[src/rtl/serial_tx.sv]
// Parallel-in, serial-out frame transmitter: start(0), DATA_W bits LSB-first, stop(1), idle high.
// Latency: start bit on the cycle after accept; tx_ready only in IDLE, so the source holds tx_valid until accepted.
module serial_tx #(
  parameter int DATA_W       = 8,
  parameter int CLKS_PER_BIT = 4
) (
  input  logic              clk,
  input  logic              rst,
  input  logic [DATA_W-1:0] tx_data,
  input  logic              tx_valid,
  output logic              tx_ready,
  output logic              tx_out,
  output logic              busy,
  output logic              done
);

  localparam int CNT_W = (CLKS_PER_BIT > 1) ? $clog2(CLKS_PER_BIT) : 1;
  localparam int IDX_W = (DATA_W > 1) ? $clog2(DATA_W) : 1;
  localparam logic [CNT_W-1:0] CNT_LAST = CNT_W'(CLKS_PER_BIT - 1);
  localparam logic [IDX_W-1:0] IDX_LAST = IDX_W'(DATA_W - 1);

  typedef enum logic [1:0] {
    IDLE  = 2'd0,
    START = 2'd1,
    DATA  = 2'd2,
    STOP  = 2'd3
  } state_e;

  state_e            state_q, state_d;
  logic [CNT_W-1:0]  cnt_q, cnt_d;
  logic [IDX_W-1:0]  idx_q, idx_d;
  logic [DATA_W-1:0] shift_q, shift_d;
  logic              tx_out_q, tx_out_d;
  logic              busy_q, busy_d;
  logic              done_q, done_d;

  always_ff @(posedge clk) begin
    if (rst) begin
      state_q  <= IDLE;
      cnt_q    <= '0;
      idx_q    <= '0;
      shift_q  <= '0;
      tx_out_q <= 1'b1;
      busy_q   <= 1'b0;
      done_q   <= 1'b0;
    end else begin
      state_q  <= state_d;
      cnt_q    <= cnt_d;
      idx_q    <= idx_d;
      shift_q  <= shift_d;
      tx_out_q <= tx_out_d;
      busy_q   <= busy_d;
      done_q   <= done_d;
    end
  end

  always_comb begin
    state_d = state_q;
    cnt_d   = cnt_q;
    idx_d   = idx_q;
    shift_d = shift_q;
    done_d  = 1'b0;
    case (state_q)
      IDLE: begin
        if (tx_valid) begin
          shift_d = tx_data;
          cnt_d   = '0;
          idx_d   = '0;
          state_d = START;
        end
      end
      START: begin
        if (cnt_q == CNT_LAST) begin
          cnt_d   = '0;
          idx_d   = '0;
          state_d = DATA;
        end else begin
          cnt_d = cnt_q + 1'b1;
        end
      end
      DATA: begin
        if (cnt_q == CNT_LAST) begin
          cnt_d   = '0;
          shift_d = shift_q >> 1;
          if (idx_q == IDX_LAST) begin
            idx_d   = '0;
            state_d = STOP;
          end else begin
            idx_d = idx_q + 1'b1;
          end
        end else begin
          cnt_d = cnt_q + 1'b1;
        end
      end
      STOP: begin
        if (cnt_q == CNT_LAST) begin
          cnt_d   = '0;
          done_d  = 1'b1;
          state_d = IDLE;
        end else begin
          cnt_d = cnt_q + 1'b1;
        end
      end
      default: state_d = IDLE;
    endcase

    // Outputs are registered from next state so the line changes on the same edge as the state.
    busy_d = (state_d != IDLE);
    case (state_d)
      START:   tx_out_d = 1'b0;
      DATA:    tx_out_d = shift_d[0];
      default: tx_out_d = 1'b1;
    endcase
  end

  assign tx_ready = (state_q == IDLE);
  assign tx_out   = tx_out_q;
  assign busy     = busy_q;
  assign done     = done_q;

endmodule

[config.mk]
export PLATFORM = sky130hd
export DESIGN_NAME = serial_tx
export DESIGN_NICKNAME = d
export VERILOG_FILES = /design/src/rtl/serial_tx.sv
export SDC_FILE = /design/constraint.sdc
export NUM_CORES = 1
export LEC_CHECK = 0
export ABC_AREA = 1
export ABC_CLOCK_PERIOD_IN_PS = 1500
export CAP_MARGIN = 40
export CORE_MARGIN = 2
export CORE_UTILIZATION = 37
export CTS_CLUSTER_SIZE = 24
export DETAILED_ROUTE_END_ITERATION = 12
export GPL_ROUTABILITY_DRIVEN = 0
export PLACE_DENSITY = 0.68
export SYNTH_ARGS = -nofsm -noshare
export SYNTH_HDL_FRONTEND = slang
export SYNTH_SLANG_ARGS = --single-unit
[constraint.sdc]
create_clock -name clk -period 1.5 [get_ports clk]
set_input_delay 0.3 -clock clk [delete_from_list [all_inputs] [get_ports clk]]
set_output_delay 0.3 -clock clk [all_outputs]
set_load 0.02 [all_outputs]
# ---- Yosys cells after proc, flatten, opt, wreduce, memory -nomap -nowiden
# Cells that the tools add are included.
dict set report classes {
  n_mux 19
  n_reduce_logical 8
  bitwise 1
  n_eq_ne 10
  addsub 2
}
# operator count
set op_table {}
lappend op_table {{$mux W8} 2}
lappend op_table {{$pmux W8 S2} 1}
lappend op_table {{$mux W2} 7}
lappend op_table {{$mux W3} 4}
lappend op_table {{$pmux W3 S3} 1}
lappend op_table {{$eq A2 B2 Y1 const B} 4}
lappend op_table {{$pmux W2 S4} 1}
lappend op_table {{$ne A2 B2 Y1 const B} 3}
lappend op_table {{$eq A2 B1 Y1 const B} 2}
lappend op_table {{$pmux W2 S2} 1}
lappend op_table {{$reduce_and A4 Y1} 1}
lappend op_table {{$reduce_bool A2 Y1} 2}
lappend op_table {{$add A3 B1 Y3 const B} 1}
lappend op_table {{$eq A3 B3 Y1 const B} 1}
lappend op_table {{$reduce_and A3 Y1} 1}
lappend op_table {{$reduce_bool A3 Y1} 1}
lappend op_table {{$reduce_or A3 Y1} 1}
lappend op_table {{$add A2 B1 Y2 const B} 1}
lappend op_table {{$logic_not A2 Y1} 1}
lappend op_table {{$pmux W1 S2} 1}
lappend op_table {{$reduce_or A2 Y1} 1}
lappend op_table {{$mux W1} 1}
lappend op_table {{$not A1 Y1} 1}
dict set report totals {
  output_inout_bits 4
  in_bits 11
  elab_cells 48
  regBits 18
}

# ---- Longest topological paths before layout
# Gate-level depths: netlist of the first run.
dict set report depth {
  word_depth 6
  depth_mapped 8
  ltp_nobuf 8
}

# ---- Worst setup path after synthesis of the first run
# Ideal clock, no wire load.
dict set report synth_path {
  path_kind {reg-to-reg}
  startpoint {reg cnt_q[0]}
  endpoint {reg shift_q[6]}
  t_arrival_ps 1083
  period_less_slack_ps 1215
  setup_time_ps 132
  n_path_buf 0
  required_ps 1368
  path_stages_with_launch 7
  slack_ps 285
  cell_sequence {dfxtp_1 > ha_1 > inv_1 > nor2_4 > nor2_8 > nand2_1 > a21oi_1}
}
dict set report synth_via {
  elab_chain_cells 3
}
# element line
set synth_rtl {}
lappend synth_rtl {{start: declaration} 30} ;# logic [CNT_W-1:0] cnt_q, cnt_d;
lappend synth_rtl {{start signal: assignment} 48} ;# cnt_q <= cnt_d;
lappend synth_rtl {{$eq A2 B2 Y1} 82} ;# if (cnt_q == CNT_LAST) begin
lappend synth_rtl {{$ne A2 B2 Y1 (no source line)} --}
lappend synth_rtl {{$reduce_and A3 Y1 (no source line)} --}
lappend synth_rtl {{end signal: assignment} 50} ;# shift_q <= shift_d;
lappend synth_rtl {{end: declaration} 32} ;# logic [DATA_W-1:0] shift_q, shift_d;
# No other way between the ends.
# A chain may end at the register's enable or synchronous reset.

# ---- Worst setup path after layout of the first run
dict set report layout_path {
  startpoint {reg state_q[1]}
  endpoint {out tx_ready}
}
dict set report layout_via {
  elab_chain_cells 1
}
# element line
set layout_rtl {}
lappend layout_rtl {{start: declaration} 29} ;# state_e state_q, state_d;
lappend layout_rtl {{start signal: assignment} 47} ;# state_q <= state_d;
lappend layout_rtl {{$logic_not A2 Y1} 116} ;# assign tx_ready = (state_q == IDLE);
lappend layout_rtl {{end: declaration} 11} ;# output logic tx_ready,
# No other way between the ends.

==> impl_metrics.py, run 1 <==
metrics = {
    "sta": {
        "hold_viol_final": 0,
        "rsz0062_at_grt": "no",
        "fin_ws_ps": 109,
        "setup_violations": 0,
        "max_slew_margin_pct": 83.0,
        "fmax_ghz": 0.719,
        "period_minus_slack_ps": 1390,
        "slew_viol_final": 0,
        "tns_ps": 0,
        "worst_slew_pin_slew_ps": 254,
        "fin_skew_ps": 1.61,
        "post-route-period-util_pct": 92.8,
    },
    "hold_path": {
        "min_path_type": "reg -> reg",
        "hold_start": "shift_q[1]",
        "holdPathStages": 2,
        "hold_end": "shift_q[1]",
    },
    "synthesis": {
        "synth_xor_area_share_pct": 0,
        "ys_seq_area_share_pct": 41.6,
        "syn_nets": 131,
        "synth_fa_ha_area_share_pct": 4.34,
        "synth_cells": 117,
        "synth.area.top_cells": "dfxtp_1, nand2_1, a21oi_1",
        "synth_compound_area_share_pct": 14.3,
        "synth_top_area_cell": "dfxtp_1",
        "ys_ff_latch": 18,
        "synthDistinctLibCells": 21,
        "synth.top_cell.area_share_pct": 41.6,
        "syn_area_um2": 866,
        "synth_mux_area_share_pct": 0,
        "synth_warnings": 0,
        "avgSynthCellArea_um2": 7.40,
        "synth_top_family_by_area": "simple AND/OR/NAND/NOR gates",
        "synth-simple-area-share_pct": 32.7,
    },
    "pwr": {
        "swShare_pct": 26.7,
        "power_switching_mw": 0.264,
        "pwr-share-seq_pct": 52.2,
        "p_int_mw": 0.727,
        "ir_drop_mv": 0.580,
        "comb_power_share_pct": 16.1,
        "power_density_nw_per_um2": 890,
        "p_clk_share_pct": 31.8,
        "p_leak_nw": 0.504,
    },
    "grt": {
        "gr-usage-met1_pct": 20.2,
        "grt.busiest_layer": "met2",
        "met3_usage_pct": 2.57,
        "grt_util_met2_pct": 22.7,
        "grt_start_max_net_pins": 14,
        "grtUsageTotal_pct": 14.8,
        "antenna_found_initial": 0,
        "grt_overflow": 0,
        "grt_pass1_vias": 717,
        "grt_pass1_wl_mm": 3.02,
    },
    "worst_setup_path": {
        "r2r_end": "tx_out",
        "r2r_cells": 8,
        "required_ps": 1200,
        "r2r_start": "idx_q[0]",
        "crit_arrival_ps": 1090,
        "cp-end-kind": "output pin",
        "worst-path-max-fanout": 2,
        "setup.reg_to_reg.worst_slack_ps": 150,
        "crit_type": "reg -> out",
        "critPathLaunchType": "register",
    },
    "routing": {
        "drcViolationCount": 0,
        "num_vias": 820,
        "ant_nets": 0,
        "drt_iter0_drc": 9,
        "firstDrtPassIters": 4,
        "detail_route.vias_per_cell": 4.94,
        "routedWlPerCell_um": 11.0,
        "wl_mm": 1.83,
    },
    "floorplanning": {
        "row_count": 17,
        "core_um2": 2210,
        "io_pins": 15,
        "die_w_um": 52.4,
        "start_util_pct": 39.1,
        "dieArea_um2": 2740,
        "die_h_um": 52.4,
    },
    "clocking": {
        "clk_pin_slew_ps": 110,
        "postCtsSetupBuffers": 0,
        "cts.sinks": 18,
        "numCtsBuffers": 3,
        "cts_buffer_depth": 2,
        "clkLatencyLatePin_ps": 300,
        "postCtsHoldBufs": 0,
        "cts_max_level": 1,
        "cts_root_buf": "clkbuf_4",
        "cts_tree": "done",
    },
    "placed_design": {
        "io_buffers": 14,
        "dp_hpwl_mm": 1.35,
        "pre_cts_slack_ps": 26.7,
    },
    "cells_and_area": {
        "antenna_cells": 0,
        "layout.nets": 153,
        "layout_common_cells": "nand2_1, dfxtp_1, a21oi_1",
        "area_growth_pct": 28.8,
        "drive_gt1_share_pct": 13.8,
        "final_common_cell": "nand2_1",
    },
    "run_status": {
        "outcome": "finished clean",
    },
    "run": {
        "maxCapViolations": 0,
    },
}
-- worst max-delay path: stages (launching register included) --
cell and delay, ps:
dfxtp_1 350, nor2_4 110, dlygate4sd2_1 330
-- layer usage --
layer  share of wire (%)  vias to the layer above
met4                 1.9                        0
met2                  44                       27
met1                  48                      364
met5                   0                        -
met3                 5.9                        5
li1                    -                      424
-- cell families after synthesis --
family / Yosys count
buf+inv: 14
compound gates: 23
flops: 18
simple gates: 59
fa+ha+maj: 3
-- sequential cells by signal, summed over array words and instances, names as in the netlist --
signal and count:
shift_q 8, state_q 2, done 1, tx_out 1, cnt_q 2, busy 1
idx_q 3
-- stage by stage --
stage	area, µm²	util [%]	hold slack (ps)	power [mW]	std cells
6_report	1110	50.4	467	0.992	166
3_5_place_dp	1080	48.8	449	0.691	162
2_1_floorplan	866	-	378	0.618	117
3_3_place_gp	1080	48.8	448	0.688	162
4_1_cts	1110	50.2	467	0.991	166
5_1_grt	1110	50.4	491	1.03	166
-- cell usage after synthesis (all sizes together) --
cell type and n:
nand2 29, dfxtp 18, nor2 16, a21oi 15
inv 11, nand3 11, o21ai 6, ha 3
nor3 3, buf 2, a2bb2oi 1, clkbuf 1
o211a 1
-- area by class of cell --
| class | instances | area, µm² |
|---|---|---|
| Timing Repair Buffer | 20 | 193 |
| Inverter | 11 | 41.3 |
| Multi-Input combinational cell | 85 | 449 |
| Sequential cell | 18 | 360 |
| Fill cell | 239 | 1100 |
| Clock buffer | 4 | 36.3 |
| Tap cell | 28 | 35.0 |
-- repair_timing --
action                     in CTS  in global routing
cloned                          0                  0
pin swaps                       0                  0
setup endpoints to repair       4                  1
gates resized for setup         4                  1
-- power groups by stage --
stage          registers (mW)  logic [mW]  clock network (mW)
2_1_floorplan           0.533      0.0850                   0
3_3_place_gp            0.529       0.160                   0
3_5_place_dp            0.528       0.162                   0
4_1_cts                 0.518       0.159               0.314
5_1_grt                 0.521       0.177               0.332
6_report                0.517       0.159               0.315
-- how the worst max path moves through the flow --
stage	from	endpoint
6_report	state_q[1]	tx_ready
5_1_grt	idx_q[0]	tx_out
4_1_cts	state_q[1]	tx_ready
3_5_place_dp	tx_valid	tx_out
3_3_place_gp	tx_valid	tx_out
2_1_floorplan	cnt_q[0]	shift_q[6]
Power figures use the tool's default switching activity.
==> run 2, diff against run 1 <==
--- a/config.mk
+++ b/config.mk
@@ -7,13 +7,13 @@
 export LEC_CHECK = 0
 export ABC_AREA = 1
 export ABC_CLOCK_PERIOD_IN_PS = 1500
-export CAP_MARGIN = 40
+export CAP_MARGIN = 20
 export CORE_MARGIN = 2
-export CORE_UTILIZATION = 37
+export CORE_UTILIZATION = 40
 export CTS_CLUSTER_SIZE = 24
 export DETAILED_ROUTE_END_ITERATION = 12
 export GPL_ROUTABILITY_DRIVEN = 0
-export PLACE_DENSITY = 0.68
+export PLACE_DENSITY = 0.72
 export SYNTH_ARGS = -nofsm -noshare
 export SYNTH_HDL_FRONTEND = slang
 export SYNTH_SLANG_ARGS = --single-unit
==> run 2 against run 1 <==
Non-clock buffer count is 1 higher. Largest cell class unchanged. Critical endpoint unchanged. Wire length is 4.7% lower. Clock skew grew 4.6 ps. Die area is 6.9% lower. Sequential power barely moved. Count of clock-buffer cells in the layout is 1 lower. Power shrank 8.6%.
==> impl_metrics.py, run 2 (synthesis gave the netlist of run 1 again) <==
metrics = {
    "run_status": {
        "outcome": "finished clean",
    },
    "clocking": {
        "numCtsBuffers": 3,
        "postCtsHoldBufs": 0,
        "clkLatencyLatePin_ps": 280,
        "cts_max_level": 1,
        "cts_root_buf": "clkbuf_4",
        "cts_buffer_depth": 2,
        "clk_pin_slew_ps": 90,
        "cts_tree": "done",
        "cts.sinks": 18,
    },
    "worst_setup_path": {
        "cp-startpoint": "state_q[1]",
        "path_depth": 2,
        "crit_arrival_ps": 1060,
        "r2r_start": "cnt_q[0]",
        "critPathSlowestCell": "dfxtp_1",
        "cpLargestDelayFamily": "flip-flops",
        "cp.buffers_inverters": 1,
        "crit_end": "tx_ready",
        "r2r_end": "shift_q[3]",
        "setup.reg_to_reg.worst_slack_ps": 160,
        "critPathLaunchType": "register",
        "cp-end-kind": "output pin",
        "crit_type": "reg -> out",
        "cpPeakStageDelay_ps": 340,
        "path_cells": "nor2_4 -> dlygate4sd2_1",
        "r2r_cells": 5,
        "worst-path-max-fanout": 2,
        "required_ps": 1200,
    },
    "pwr": {
        "power_density_nw_per_um2": 822,
        "power_switching_mw": 0.234,
        "p_clk_share_pct": 25.4,
        "comb_power_share_pct": 17.5,
        "pwr-share-seq_pct": 57.1,
        "ir_drop_mv": 0.484,
        "power_mw": 0.907,
        "p_leak_nw": 0.497,
        "p_int_mw": 0.673,
        "swShare_pct": 25.8,
    },
    "grt": {
        "grt_start_max_net_pins": 10,
        "grt_pass1_wl_mm": 2.89,
        "grt_pass1_vias": 736,
        "antenna_found_initial": 0,
        "grtUsageTotal_pct": 15.1,
        "grt_overflow": 0,
    },
    "placed_design": {
        "io_buffers": 14,
        "dp_hpwl_mm": 1.35,
    },
    "floorplanning": {
        "start_util_pct": 43.2,
        "core_um2": 2000,
        "die_w_um": 50.5,
        "die_h_um": 50.5,
        "row_count": 16,
        "dieArea_um2": 2550,
        "io_pins": 15,
    },
    "cells_and_area": {
        "largestRegisters": "shift_q: 8 flops, idx_q: 3 flops",
        "layout_common_cells": "nand2_1, dfxtp_1, a21oi_1",
        "antenna_cells": 0,
        "final_util_pct": 55.1,
        "drive_gt1_share_pct": 13.0,
        "area_growth_pct": 27.3,
        "largest_reg_flops": 8,
        "largest-register": "shift_q",
        "final_common_cell": "nand2_1",
        "layout.nets": 154,
    },
    "sta": {
        "worst_slew_pin_slew_ps": 279,
        "post-route-period-util_pct": 90.9,
        "rsz0062_at_grt": "no",
        "max_slew_margin_pct": 81.4,
        "setup_violations": 0,
        "period_minus_slack_ps": 1360,
        "fin_skew_ps": 6.25,
        "slew_viol_final": 0,
        "fmax_ghz": 0.734,
        "hold_viol_final": 0,
    },
    "hold_path": {
        "hold_start": "shift_q[2]",
        "min_path_type": "reg -> reg",
    },
    "routing": {
        "wl_mm": 1.74,
        "num_vias": 814,
        "met3_length_um": 105,
        "ant_nets": 0,
        "routedWlPerCell_um": 10.5,
        "wl_met1_um": 725,
        "met2_length_um": 900,
        "firstDrtPassIters": 4,
        "detail_route.vias_per_cell": 4.93,
        "drcViolationCount": 0,
        "drt_iter0_drc": 17,
        "highest_layer": "met4",
    },
    "run": {
        "maxCapViolations": 0,
    },
}
run 2: cell types whose count changed in the layout (fill, tap and decap cells not counted), sizes merged:
cell / change
buf: +1
clkbuf: -1
run 2: worst register-to-register path: cells and delay by family (launching register included):
family	cells	cell delay [ps]
flip-flops	1	360
AND/OR/NAND/NOR	1	260
AO/OA/AOI/OAI	2	250
buffers and inverters	1	140
adder cells (fa/ha/maj)	1	250
run 2: layout make-up:
class | count | area, µm²
repair buffers | 21 | 200
multi-input cells | 85 | 444
well taps | 27 | 33.8
clock buffers | 3 | 22.5
fillers | 192 | 900
inverters | 11 | 41.3
flip-flops and latches | 18 | 360
run 2: routing by layer:
metal  track usage, %  up-vias
met3             3.87        2
li1                 -      428
met5                0        -
met2             28.5       28
met1             15.2      356
met4             7.21        0
run 2: stage by stage:
| step | instance area [µm²] | hold WS [ps] | instances | TNS (ps) | setup WS, ps |
|---|---|---|---|---|---|
| detailed placement | 1080 | 450 | 162 | -4.73 | -3.95 |
| CTS | 1100 | 463 | 165 | 0 | 114 |
| finish | 1100 | 462 | 165 | 0 | 137 |
| floorplan | 866 | 378 | 117 | 0 | 285 |
| global placement | 1080 | 445 | 162 | 0 | 42.5 |
| global route | 1100 | 482 | 165 | 0 | 38.5 |
run 2: repair_timing:
action | CTS | global route
setup buffers | 0 | 0
setup endpoints to repair | 4 | 0
gates resized for setup | 4 | 0
run 2: how the worst min path moves through the flow:
stage                             to  slack [ps]  cells past startpoint
after global routing      shift_q[7]         480                      2
after detailed placement  shift_q[2]         450                      2
after CTS                 shift_q[2]         460                      2
after global placement    shift_q[1]         440                      2
final                     shift_q[2]         460                      2
after floorplan                 done         380                      1
run 2: power groups by stage:
stage	clock network, mW	registers (mW)	logic, mW
floorplan	0	0.533	0.0850
global placement	0	0.528	0.160
detailed placement	0	0.529	0.163
CTS	0.242	0.518	0.160
global route	0.262	0.521	0.177
finish	0.230	0.518	0.159
